File: src/rtl/deco.sv
// deco: registered field decoder for ARM-style 32-bit instruction words
module deco (
    input  logic        clk,
    input  logic        rst,
    input  logic        in_valid,
    input  logic [31:0] instruccion,
    output logic        out_valid,
    output logic [3:0]  Cond,
    output logic [1:0]  Op,
    output logic        I,
    output logic        Uno,
    output logic        P,
    output logic        U,
    output logic        B,
    output logic        W,
    output logic        S,
    output logic        L1,
    output logic        L2,
    output logic [3:0]  OpCode,
    output logic [3:0]  Rn,
    output logic [3:0]  Rd,
    output logic [11:0] Operand2,
    output logic [11:0] OffsetSTD,
    output logic [23:0] OffsetBranch
);
    typedef enum logic [1:0] {
        DP  = 2'b00,
        SDT = 2'b01,
        BR  = 2'b10,
        UND = 2'b11
    } op_class_t;

    op_class_t   cls;
    logic        is_dp, is_sdt, is_br, is_mem;
    logic        n_i, n_uno, n_p, n_u, n_b, n_w, n_s, n_l1, n_l2;
    logic [3:0]  n_opcode, n_rn, n_rd;
    logic [11:0] n_operand2, n_offset_std;
    logic [23:0] n_offset_branch;

    assign cls    = op_class_t'(instruccion[27:26]);
    assign is_dp  = cls == DP;
    assign is_sdt = cls == SDT;
    assign is_br  = cls == BR;
    assign is_mem = is_dp || is_sdt;

    // next-value decode: each field passes only for the classes that own it, else 0
    always_comb begin
        n_i             = is_mem ? instruccion[25] : 1'b0;
        n_uno           = is_br  ? instruccion[25] : 1'b0;
        n_p             = is_sdt ? instruccion[24] : 1'b0;
        n_u             = is_sdt ? instruccion[23] : 1'b0;
        n_b             = is_sdt ? instruccion[22] : 1'b0;
        n_w             = is_sdt ? instruccion[21] : 1'b0;
        n_s             = is_dp  ? instruccion[20] : 1'b0;
        n_l1            = is_sdt ? instruccion[20] : 1'b0;
        n_l2            = is_br  ? instruccion[24] : 1'b0;
        n_opcode        = is_dp  ? instruccion[24:21] : 4'd0;
        n_rn            = is_mem ? instruccion[19:16] : 4'd0;
        n_rd            = is_mem ? instruccion[15:12] : 4'd0;
        n_operand2      = is_dp  ? instruccion[11:0] : 12'd0;
        n_offset_std    = is_sdt ? instruccion[11:0] : 12'd0;
        n_offset_branch = is_br  ? instruccion[23:0] : 24'd0;
    end

    // output registers: reset clears everything, a valid word loads, otherwise fields hold
    always_ff @(posedge clk) begin
        if (rst) begin
            out_valid    <= 1'b0;
            Cond         <= 4'd0;
            Op           <= 2'd0;
            I            <= 1'b0;
            Uno          <= 1'b0;
            P            <= 1'b0;
            U            <= 1'b0;
            B            <= 1'b0;
            W            <= 1'b0;
            S            <= 1'b0;
            L1           <= 1'b0;
            L2           <= 1'b0;
            OpCode       <= 4'd0;
            Rn           <= 4'd0;
            Rd           <= 4'd0;
            Operand2     <= 12'd0;
            OffsetSTD    <= 12'd0;
            OffsetBranch <= 24'd0;
        end else begin
            out_valid <= in_valid;
            if (in_valid) begin
                Cond         <= instruccion[31:28];
                Op           <= instruccion[27:26];
                I            <= n_i;
                Uno          <= n_uno;
                P            <= n_p;
                U            <= n_u;
                B            <= n_b;
                W            <= n_w;
                S            <= n_s;
                L1           <= n_l1;
                L2           <= n_l2;
                OpCode       <= n_opcode;
                Rn           <= n_rn;
                Rd           <= n_rd;
                Operand2     <= n_operand2;
                OffsetSTD    <= n_offset_std;
                OffsetBranch <= n_offset_branch;
            end
        end
    end
endmodule

File: config.mk
export PLATFORM = sky130hd
export DESIGN_NAME = deco
export DESIGN_NICKNAME = d
export VERILOG_FILES = /design/src/rtl/deco.sv
export SDC_FILE = /design/constraint.sdc
export NUM_CORES = 1
export LEC_CHECK = 0
export ABC_AREA = 0
export BUFFER_PORTS_ARGS = -buffer_cell sky130_fd_sc_hd__buf_2
export CAP_MARGIN = 20
export CORE_MARGIN = 2
export CORE_UTILIZATION = 45
export CTS_BUF_LIST = sky130_fd_sc_hd__clkbuf_8 sky130_fd_sc_hd__clkbuf_16
export DETAILED_ROUTE_END_ITERATION = 10
export GPL_TIMING_DRIVEN = 1
export PLACE_DENSITY = 0.86
export SLEW_MARGIN = 20
export SYNTH_ARGS = -nofsm -noshare
export SYNTH_HDL_FRONTEND = slang
export SYNTH_SLANG_ARGS = --single-unit
File: constraint.sdc
create_clock -name clk -period 0.8 [get_ports clk]
set_input_delay 0.08 -clock clk [delete_from_list [all_inputs] [get_ports clk]]
set_output_delay 0.08 -clock clk [all_outputs]
set_load 0.01 [all_outputs]
### Word level (Yosys, flattened, before mapping)

Cells that the tools add are included.

| cells by class | value |
|---|---|
| eq/ne operators | 2 |
| multiplexer cells | 15 |
| reductions and logical operators | 2 |

Operator list:

| cell | count |
|---|---|
| 12-bit 2-to-1 mux | 2 |
| 24-bit 2-to-1 mux | 1 |
| 4-bit 2-to-1 mux | 3 |
| 1-bit 2-to-1 mux | 9 |
| 2-bit by 1-bit == test with 1-bit output, second input constant | 1 |
| 2-bit == test, second input constant | 1 |
| 2-bit logical NOT | 1 |
| 1-bit logical OR | 1 |

| storage, ports and cells | value |
|---|---|
| bits in registers | 76 |
| input port bits | 35 |
| output and inout bits | 76 |
| word-level logic and storage cells | 37 |

### Longest topological paths before layout

Gate-level depths: netlist (run 1).

| logic depth | value |
|---|---|
| depth after elaboration | 3 |
| depth in mapped cells | 5 |
| gate-level depth less buffers | 2 |

### Least setup slack after synthesis (run 1)

Ideal clock, no wire load.

| timing | value |
|---|---|
| path type | input to register |
| from | input port in_valid |
| to | register Cond[0] |
| arrival | 0.640 ns |
| data required time | 0.672 ns |
| setup slack | 0.033 ns |
| cell stages on the path | 5 |
| path buffers | 3 |
| cells stage by stage | buf_6 > buf_12 > buf_12 > mux2i_1 > nor2_1 |

RTL lines:

| element | RTL line | source |
|---|---|---|
| start: declaration | 5 | `input logic in_valid,` |
| end signal: assignment | 89 | `Cond <= instruccion[31:28];` |
| end: declaration | 8 | `output logic [3:0] Cond,` |

### Final worst setup path (run 1)

| timing | value |
|---|---|
| from | register OffsetSTD[6] |
| to | output port OffsetSTD[6] |

RTL lines:

| element | RTL line | source |
|---|---|---|
| start: declaration | 23 | `output logic [11:0] OffsetSTD,` |
| start signal: assignment | 104 | `OffsetSTD <= n_offset_std;` |

No word-level cell between the ends.

==> results.md, run 1 <==
* Outcome: finished with violations
* Failing checks: setup timing
* Pwr Total at 8.74 mW
* Crit end category: output pin
* Hpwl dp at 5.42 mm
* Cell row count at 31
* Syn avg cell area at 9.95 sq um
* Clk slew on worst S/H paths at 80 ps
* PwrDens at 1730 mW/mm^2
* Initial antenna violation count at 1
* Tmin final at 892 ps
* First-pass GRT wire length at 14.3 mm
* Critical path's slowest cell: dfxtp_2
* Largest net degree at the start of global routing at 47
* Worst hold margin at 22.0 ps
* R2R setup slack at 30 ps
* Starting density of the core at 46.2%
* Crit-path cells: buf_6
* # H-tree levels at 3
* Unrepaired setup endpoints after global routing: true
* Vias post-DR at 2974
* CP max FO at 2
* Cell depth of the worst setup path at 1
* CTS sink cnt at 76
* DIE AREA at 0.00807 sq mm
* Leakage at 1.97 nW
* WS Path Type: flip-flop to output pin
* Fmax at 1.12 GHz
* Worst path max stage delay at 360 ps
* Area Growth Syn to Fin at 52.1%
* Synth Warn # at 0
* Critical Path RT at 720 ps
* Die Y-Extent at 89.8 microns
* CTS max path bufs at 2
* Die Wd at 89.8 microns
* DRT antenna net count at 0
* Mean routed wirelength per cell at 16.3 microns
* Library cells used by synthesis at 16
* DRC Markers at 0
* Skew-Pair Late Insertion Delay at 330 ps
* Reg-to-reg critical path startpoint: OffsetBranch[2]
* CP bufs+invs at 1
* Top cells by area, synth: dfxtp_1, nand2b_1, nand4b_1, a21oi_1, nand4bb_1
* Total Routing Usage GR at 22.0%
* Most frequent cells in the layout: buf_6, dfxtp_2, a21oi_1, nand2b_1, nand4b_1
* Post-synth top area cell: dfxtp_1
* Gr ovfl total at 0
* Startpoint types: flip-flop
* Util after Layout at 70.3%
* Post-synthesis net count at 368
* Commonest non-fill, non-tap cell in the layout: buf_6
* DR iter-0 viols at 207
* Setup_tns at -4740 ps
* Critical Path Sink: OffsetSTD[6]
* Core Area at 0.00718 sq mm
* R2r worst-path depth at 4
* Vias per Instance at 5.24
* Number of port buffers at 110
* DRT Pass-1 Iters at 4
* Largest delay contributor family on the critical path: flip-flops
* Finish-stage setup viols at 76
* Vias in the first global route at 2832
* Final period util at 112%
* Nets@finish at 498
* Setup WS pre-CTS at -63.9 ps
* CTS buffer count at 9
* Fraction of layout cells with a size suffix above 1 at 51.5%
* Tightest Hold Check Type: input port to flip-flop
* Hold Violations, Final at 0
* Reg-to-Reg End: OffsetBranch[2]
* Top cell type's share of synthesized area at 45.9%
* Worst rel slew slack at 88.7%
* Seq cells post-synth at 76
* IO Count at 111
* Final WS setup at -92.3 ps
* Critical Path Start: OffsetSTD[6]
* Final Skew at 0 ps
* Gate Count Post-Synth at 333
* Max VDD drop at 1.02 mV
* Slew Limit Fails at 0
* Worst slew pin tran at 165 ps
* Max-cap viol count at 0
* CTS tree: yes
* Clock Tree Root: clkbuf_8
* CP arrival at 810 ps
* Netlist Area Pre-Place at 0.00331 sq mm
* Min-Delay Startpoint: instruccion[10]
* Final WL at 9.27 mm
* Routability cong. at 0.809
* Seq/Total Area, Yosys at 45.9%
## cell usage after synthesis
| library cell | number |
|---|---|
| nand2b_4 | 1 |
| nand4bb_1 | 17 |
| buf_12 | 2 |
| a21oi_1 | 68 |
| nor2b_1 | 1 |
| mux2i_1 | 6 |
| buf_4 | 1 |
| dfxtp_1 | 76 |
| nand3b_1 | 9 |
| a21oi_2 | 1 |
| nand4b_1 | 43 |
| buf_6 | 13 |
| buf_2 | 6 |
| nand2b_1 | 68 |
| clkbuf_1 | 15 |
| nor2_1 | 6 |
## through the flow
stage	instance area [sq um]	instances
floorplan	3310	333
global placement	3920	519
detailed placement	3920	519
CTS	4920	557
global route	5040	567
finish	5040	568
## repair_timing
item,CTS,global route
endpoints found under the hold margin,10,0
setup endpoints to repair,76,76
resized for setup,155,11
setup buffers,13,10
pin swaps,0,4
hold buffers,9,0
## how the worst min path moves through the flow
stage / endpoint / cells past startpoint / slack (ps)
after floorplan: Cond[0] / 2 / 230
after global placement: Cond[2] / 3 / 310
after detailed placement: Cond[1] / 3 / 320
after CTS: Rd[1] / 3 / 1
after global routing: Rd[2] / 3 / 10
final: OffsetBranch[10] / 3 / 20
## kinds of logic (layout without fill, tap and decap cells)
group | Yosys count | in the layout | synth area share (%)
DFF | 76 | 76 | 45.9
muxes | 6 | 6 | 1.81
AOI/OAI and AO/OA | 69 | 69 | 10.5
buffers and inverters | 37 | 172 | 8.46
and+or+nand+nor | 145 | 145 | 33.3
other | 0 | 1 | 0
## cell type report
cell class,count,area [sq um]
tap,99,124
multi-input combinational,220,1520
antenna,1,2.50
fill,538,2130
timing repair buffer,156,1530
clock inverter,5,98.8
sequential,76,1620
clock buffer,11,151
## routing by layer
layer	track usage [%]	part of all wire (%)
met4	9.49	2.4
met1	25.9	41
met5	0	0
met3	6.79	5.9
met2	37.2	51
## power by group
group,leakage (nW),internal [mW],total [mW],switching (mW)
clock network,0.131,2.23,3.61,1.38
logic,1.19,0.626,1.14,0.511
registers,0.653,3.91,3.99,0.0841
## state kept, by name, indices dropped and copies added (netlist names), 2 cells and up
register / cells
OffsetSTD: 12
OpCode: 4
Rn: 4
Rd: 4
Operand2: 12
OffsetBranch: 24
Cond: 4
Op: 2
(Power assumes the default switching activity.)
==> inputs of run 2 (changes only) <==
- CTS_BUF_LIST: sky130_fd_sc_hd__clkbuf_8 sky130_fd_sc_hd__clkbuf_16 -> sky130_fd_sc_hd__clkbuf_16
==> run 2 against run 1 <==
The flow still finishes with violations (setup timing). Largest cell class unchanged. Critical path type unchanged. Fmax rose by 2.0%. Highest routed layer unchanged. Clock skew did not move. Worst setup slack improved by 17 ps. Sequential power barely moved. Cell count fell by 0.70%. Die area did not move. Combinational power barely moved.
==> results.md, run 2 (synthesized netlist as in run 1, its figures left out) <==
* DR iter-0 viols at 198 (-4.3%)
* Gr ovfl total at 0 (unchanged)
* M1 GR Usage at 25.5% (-0.37 points)
* Final WS setup at -75.2 ps (+17.1 ps)
* Sw Ratio at 21.9% (-0.68 points)
* Fmax at 1.14 GHz (+2.0%)
* Crit-path cells: buf_6
* # diodes at 0 (-1)
* Clk slew on worst S/H paths at 60 ps (-20 ps)
* Cell row count at 31 (unchanged)
* CTS buffer count at 9 (unchanged)
* Total Routing Usage GR at 22.1% (+0.12 points)
* Hold Violations, Final at 0 (unchanged)
* Nets@finish at 495 (-0.60%)
* Internal at 7.53 mW (+11%)
* Most frequent cells in the layout: buf_6, dfxtp_2, a21oi_1, nand2b_1, nand4b_1
* Worst slew pin tran at 198 ps (+32.5 ps)
* Reg-to-reg critical path startpoint: P
* PwrDens at 1910 mW/mm^2 (+10%)
* WS Path Type: flip-flop to output pin
* Hold Path End: Cond[2]
* Slew Limit Fails at 0 (unchanged)
* Number of port buffers at 110 (unchanged)
* Clock network fraction of total power at 47.1% (+5.8 points)
* DRT Pass-1 Iters at 5 (+1)
* Failing checks: setup timing
* Largest delay contributor family on the critical path: flip-flops
* CTS max path bufs at 2 (unchanged)
* Die Y-Extent at 89.8 microns (unchanged)
* Final Skew at 0 ps (unchanged)
* Skew-Pair Late Insertion Delay at 320 ps (about the same)
* Dpl cells at 519 (unchanged)
* Min-Delay Startpoint: instruccion[30]
* CP max FO at 2 (unchanged)
* Final WL at 9.17 mm (-1.1%)
* DIE AREA at 0.00807 sq mm (unchanged)
* Fraction of layout cells with a size suffix above 1 at 51.8% (+0.33 points)
* Top flop regs: OffsetBranch: 24 flops, OffsetSTD: 12 flops, Operand2: 12 flops
* Routability cong. at 0.809 (unchanged)
* Tightest Hold Check Type: input port to flip-flop
* IO Count at 111 (unchanged)
* CTS sink cnt at 76 (unchanged)
* Setup WS pre-CTS at -63.9 ps (unchanged)
* Setup_tns at -3410 ps (+1330 ps)
* Vias post-DR at 2973 (-0.034%)
* Critical Path Start: Rn[2]
* Crit end category: output pin
* Core Area at 0.00718 sq mm (unchanged)
* Leakage at 1.99 nW (+1.0%)
* Sw power at 2.12 mW (+7.0%)
* Comb pwr share at 11.5% (-1.5 points)
* DRT antenna net count at 0 (unchanged)
* Tmin final at 875 ps (-17.1 ps)
* Clock Tree Root: clkbuf_16
* Worst rel slew slack at 86.8% (-1.8 points)
* Commonest non-fill, non-tap cell in the layout: buf_6
* Starting density of the core at 46.2% (unchanged)
* DRC Markers at 0 (unchanged)
* Number of flip-flops in the largest register at 24 (unchanged)
* First-pass GRT wire length at 14.4 mm (+0.58%)
* Vias in the first global route at 2854 (+0.78%)
* Largest net degree at the start of global routing at 47 (unchanged)
* Hpwl dp at 5.42 mm (unchanged)
* Finish-stage setup viols at 76 (unchanged)
* M2 GR Usage at 38.1% (+0.95 points)
* Unrepaired setup endpoints after global routing: true
* Largest Register: OffsetBranch
* Critical Path RT at 720 ps (about the same)
* Critical path's slowest cell: dfxtp_4
* Worst hold margin at 3.90 ps (-18.1 ps)
* GRT Max-Usage Layer: met2
* Initial antenna violation count at 1 (unchanged)
* Mean routed wirelength per cell at 16.3 microns (-0.38%)
* GR Layer Usage met3 at 6.37% (-0.42 points)
* Non-Filler Instances at 564 (-0.70%)
* CP bufs+invs at 1 (unchanged)
* Reg-to-Reg End: P
* Area Growth Syn to Fin at 52.5%
* Post-Place Cell Area at 0.00392 sq mm (unchanged)
* Pwr Total at 9.64 mW (+10%)
* Final period util at 109% (-2.1 points)
* Fin area at 0.00505 sq mm (+0.22%)
* Worst path max stage delay at 350 ps (about the same)
* Outcome: finished with violations
* Sequential cell fraction of total power at 41.5% (-4.2 points)
* Max VDD drop at 1.08 mV (+5.6%)
* R2R setup slack at 30 ps (about the same)
* Vias per Instance at 5.27 (+0.68%)
* Startpoint types: flip-flop
* CTS tree: yes
* CP arrival at 800 ps (about the same)
* # H-tree levels at 3 (unchanged)
* R2r worst-path depth at 4 (unchanged)
* Util after Layout at 70.4% (+0.16 points)
* Max-cap viol count at 0 (unchanged)
* Die Wd at 89.8 microns (unchanged)
* WHS Path Cells at 3 (unchanged)
[run 2: worst max path at each step]
stage | to | slack (ps) | depth (start not counted)
floorplan | Cond[0] | 30 | 5
global placement | Op[1] | -30 | 4
detailed placement | Op[1] | -60 | 4
CTS | Rn[2] | -80 | 1
global route | Rn[2] | -90 | 1
finish | Rn[2] | -80 | 1
[run 2: routing by layer]
layer,up-vias,part of all wire (%)
li1,1436,-
met1,1430,40
met2,86,52
met3,21,5.6
met4,0,2.3
met5,-,0
[run 2: area by class of cell]
class                      count  area [sq um]
tap                           99           124
clock buffer                   9           225
multi-input combinational    220          1520
timing repair buffer         153          1460
sequential                    76          1620
fill                         541          2120
clock inverter                 7           106
[run 2: timing repair]
action	4_1_cts	5_1_grt
pin swaps	0	1
setup endpoints to repair	76	76
hold endpoints to repair	3	0
hold buffers	3	0
buffers inserted	13	13
resized for setup	154	3
[run 2: power by group through the flow]
stage / combinational [mW] / clock, mW / sequential, mW
final: 1.11 / 4.54 / 4.00
after global routing: 1.18 / 4.78 / 4.01
after CTS: 1.07 / 4.58 / 3.99
after detailed placement: 0.909 / 0 / 4.03
after global placement: 0.887 / 0 / 4.03
after floorplan: 0.529 / 0 / 4.09
==> inputs of run 3 (changes only) <==
- PLACE_DENSITY: 0.86 -> 0.83
==> run 3 against run 2 <==
The flow still finishes with violations (setup timing). Worst hold slack lost 3.3 ps. Die area is the same. Sequential power is essentially flat. Clock skew stayed put. Worst setup slack gained 13 ps. Combinational power barely moved. Clock power up 6.6%. Cell count is 0.71% lower. Register-to-register slack got worse by 40 ps. Global-route usage is 0.80 points lower. Non-clock buffer count fell by 3. Flip-flop and latch count stayed put. Critical endpoint is now OpCode[3]. Largest power group unchanged. Highest routed layer unchanged.
==> results.md, run 3 (synthesized netlist as in run 1, its figures left out) <==
* Outcome: finished with violations
* Failing checks: setup timing
* Die Wd at 89.8 microns (unchanged)
* Clock network fraction of total power at 48.7% (+1.6 points)
* Commonest non-fill, non-tap cell in the layout: buf_6
* Initial antenna violation count at 0 (-1)
* R2r worst-path depth at 4 (unchanged)
* CP max FO at 2 (unchanged)
* Hold Violations, Final at 0 (unchanged)
* Nets@finish at 492 (-0.61%)
* Total Routing Usage GR at 21.3% (-0.80 points)
* Tightest Hold Check Type: input port to flip-flop
* Setup WS pre-CTS at -61.1 ps (+2.84 ps)
* Largest delay contributor family on the critical path: flip-flops
* Die Y-Extent at 89.8 microns (unchanged)
* Min-Delay Startpoint: instruccion[29]
* Max-cap viol count at 0 (unchanged)
* PwrDens at 1970 mW/mm^2 (+3.2%)
* Starting density of the core at 46.2% (unchanged)
* DRT antenna net count at 0 (unchanged)
* Worst path max stage delay at 350 ps (about the same)
* Finish-stage setup viols at 77 (+1.3%)
* Leakage at 1.99 nW (-0.30%)
* # H-tree levels at 3 (unchanged)
* Unrepaired setup endpoints after global routing: true
* WHS Path Cells at 3 (unchanged)
* CP bufs+invs at 1 (unchanged)
* Worst slew pin tran at 152 ps (-46.0 ps)
* CTS max path bufs at 2 (unchanged)
* Largest Register: OffsetBranch
* Max VDD drop at 1.22 mV (+13%)
* Final WS setup at -62.1 ps (+13.1 ps)
* Final period util at 108% (-1.6 points)
* Hpwl dp at 5.42 mm (about the same)
* IO Count at 111 (unchanged)
* Most frequent cells in the layout: buf_6, dfxtp_2, nand2b_1, a21oi_1, nand4b_1
* Number of port buffers at 110 (unchanged)
* WS Path Type: flip-flop to output pin
* DRT Pass-1 Iters at 5 (unchanged)
* Clk slew on worst S/H paths at 60 ps (about the same)
* Number of flip-flops in the largest register at 24 (unchanged)
* Fmax at 1.16 GHz (+1.5%)
* First-pass GRT wire length at 14.0 mm (-3.1%)
* Slew Limit Fails at 0 (unchanged)
* # diodes at 0 (unchanged)
* Critical Path RT at 720 ps (about the same)
* DRC Markers at 0 (unchanged)
* Mean routed wirelength per cell at 15.9 microns (-2.4%)
* Tmin final at 862 ps (-13.1 ps)
* Critical path's slowest cell: dfxtp_2
* Post-Place Cell Area at 0.00393 sq mm (+0.32%)
* CP arrival at 780 ps (-20 ps)
* Routability cong. at 0.840 (+3.9%)
* Worst rel slew slack at 89.6% (+2.8 points)
* DR iter-0 viols at 183 (-7.6%)
* Vias in the first global route at 2846 (-0.28%)
* Fin area at 0.00505 sq mm (about the same)
* CTS tree: yes
* Vias per Instance at 5.25 (-0.44%)
* Util after Layout at 70.4% (about the same)
* Sw power at 2.09 mW (-1.1%)
* Core Area at 0.00718 sq mm (unchanged)
* Largest net degree at the start of global routing at 42 (-11%)
* R2R setup slack at -10 ps (-40 ps)
* Sw Ratio at 21.1% (-0.89 points)
* Gr ovfl total at 0 (unchanged)
* CTS sink cnt at 76 (unchanged)
* Startpoint types: flip-flop
* Top flop regs: OffsetBranch: 24 flops, OffsetSTD: 12 flops, Operand2: 12 flops
* Final Skew at 0 ps (unchanged)
* Skew-Pair Late Insertion Delay at 320 ps (about the same)
* Internal at 7.85 mW (+4.2%)
* Reg-to-reg critical path startpoint: S
* Comb pwr share at 11.1% (-0.4 points)
* Crit-path cells: buf_6
* Crit end category: output pin
* Hold Path End: Cond[1]
* CTS buffer count at 9 (unchanged)
* Area Growth Syn to Fin at 52.4% (about the same)
* Fraction of layout cells with a size suffix above 1 at 51.8% (about the same)
* Sequential cell fraction of total power at 40.2% (-1.3 points)
* Clock Tree Root: clkbuf_16
* DIE AREA at 0.00807 sq mm (unchanged)
* Cell row count at 31 (unchanged)
* Cell depth of the worst setup path at 1 (unchanged)
* Final WL at 8.89 mm (-3.1%)
* Reg-to-Reg End: S
* Vias post-DR at 2939 (-1.1%)
## run 3: changes by cell type in the layout (fill, tap and decap cells not counted)
cell,before,now
buf_6,77,76
clkinv_1,2,0
nand2b_4,2,1
dfxtp_2,74,75
dlygate4sd3_1,3,2
nand2b_1,67,68
buf_4,31,29
bufinv_16,3,4
buf_12,8,9
dfxtp_4,1,0
## run 3: stage by stage
stage | hold WS, ps | TNS, ps | std cells | total power, mW
4_1_cts | 0.796 | -3850 | 545 | 9.96
3_3_place_gp | 311 | -58.5 | 519 | 4.93
3_5_place_dp | 335 | -235 | 519 | 4.96
6_report | 0.625 | -3360 | 560 | 9.94
5_1_grt | 30.2 | -4550 | 560 | 10.3
2_1_floorplan | 227 | 0 | 333 | 4.61
## run 3: what timing repair did
item / in CTS / in global routing
endpoints found under the setup margin: 76 / 77
hold buffers: 2 / 0
resized for setup: 153 / 1
endpoints found under the hold margin: 2 / 0
pin swaps: 0 / 2
buffers inserted: 9 / 15
## run 3: area by class of cell
cell class | instances | area, sq um
Timing Repair Buffer | 150 | 1440
Fill cell | 543 | 2130
Clock buffer | 9 | 225
Clock inverter | 6 | 129
Tap cell | 99 | 124
Sequential cell | 76 | 1620
Multi-Input combinational cell | 220 | 1510
## run 3: worst min-delay path, cell delays in order
cell and delay, ps:
buf_2 70, mux2i_1 50, nor2_1 80
## run 3: power groups by stage
stage	Clock [mW]	Sequential, mW	Combinational [mW]
global placement	0	4.03	0.903
global route	5.06	4.01	1.19
finish	4.84	4.00	1.10
CTS	4.90	4.00	1.07
detailed placement	0	4.03	0.924
floorplan	0	4.09	0.529
## run 3: how the worst max path moves through the flow
stage / startpoint / to / slack [ps]
after CTS: U / U / -70
final: OpCode[3] / OpCode[3] / -60
after global placement: in_valid / Cond[2] / -20
after global routing: OpCode[3] / OpCode[3] / -80
after detailed placement: in_valid / Op[1] / -60
after floorplan: in_valid / Cond[0] / 30
## run 3: metal layers
layer | vias up | part of all wire, % | track usage (%)
met5 | - | 0 | 0
met4 | 0 | 2.3 | 9.87
li1 | 1427 | - | -
met3 | 14 | 5.3 | 5.20
met2 | 89 | 50 | 35.3
met1 | 1409 | 42 | 26.4
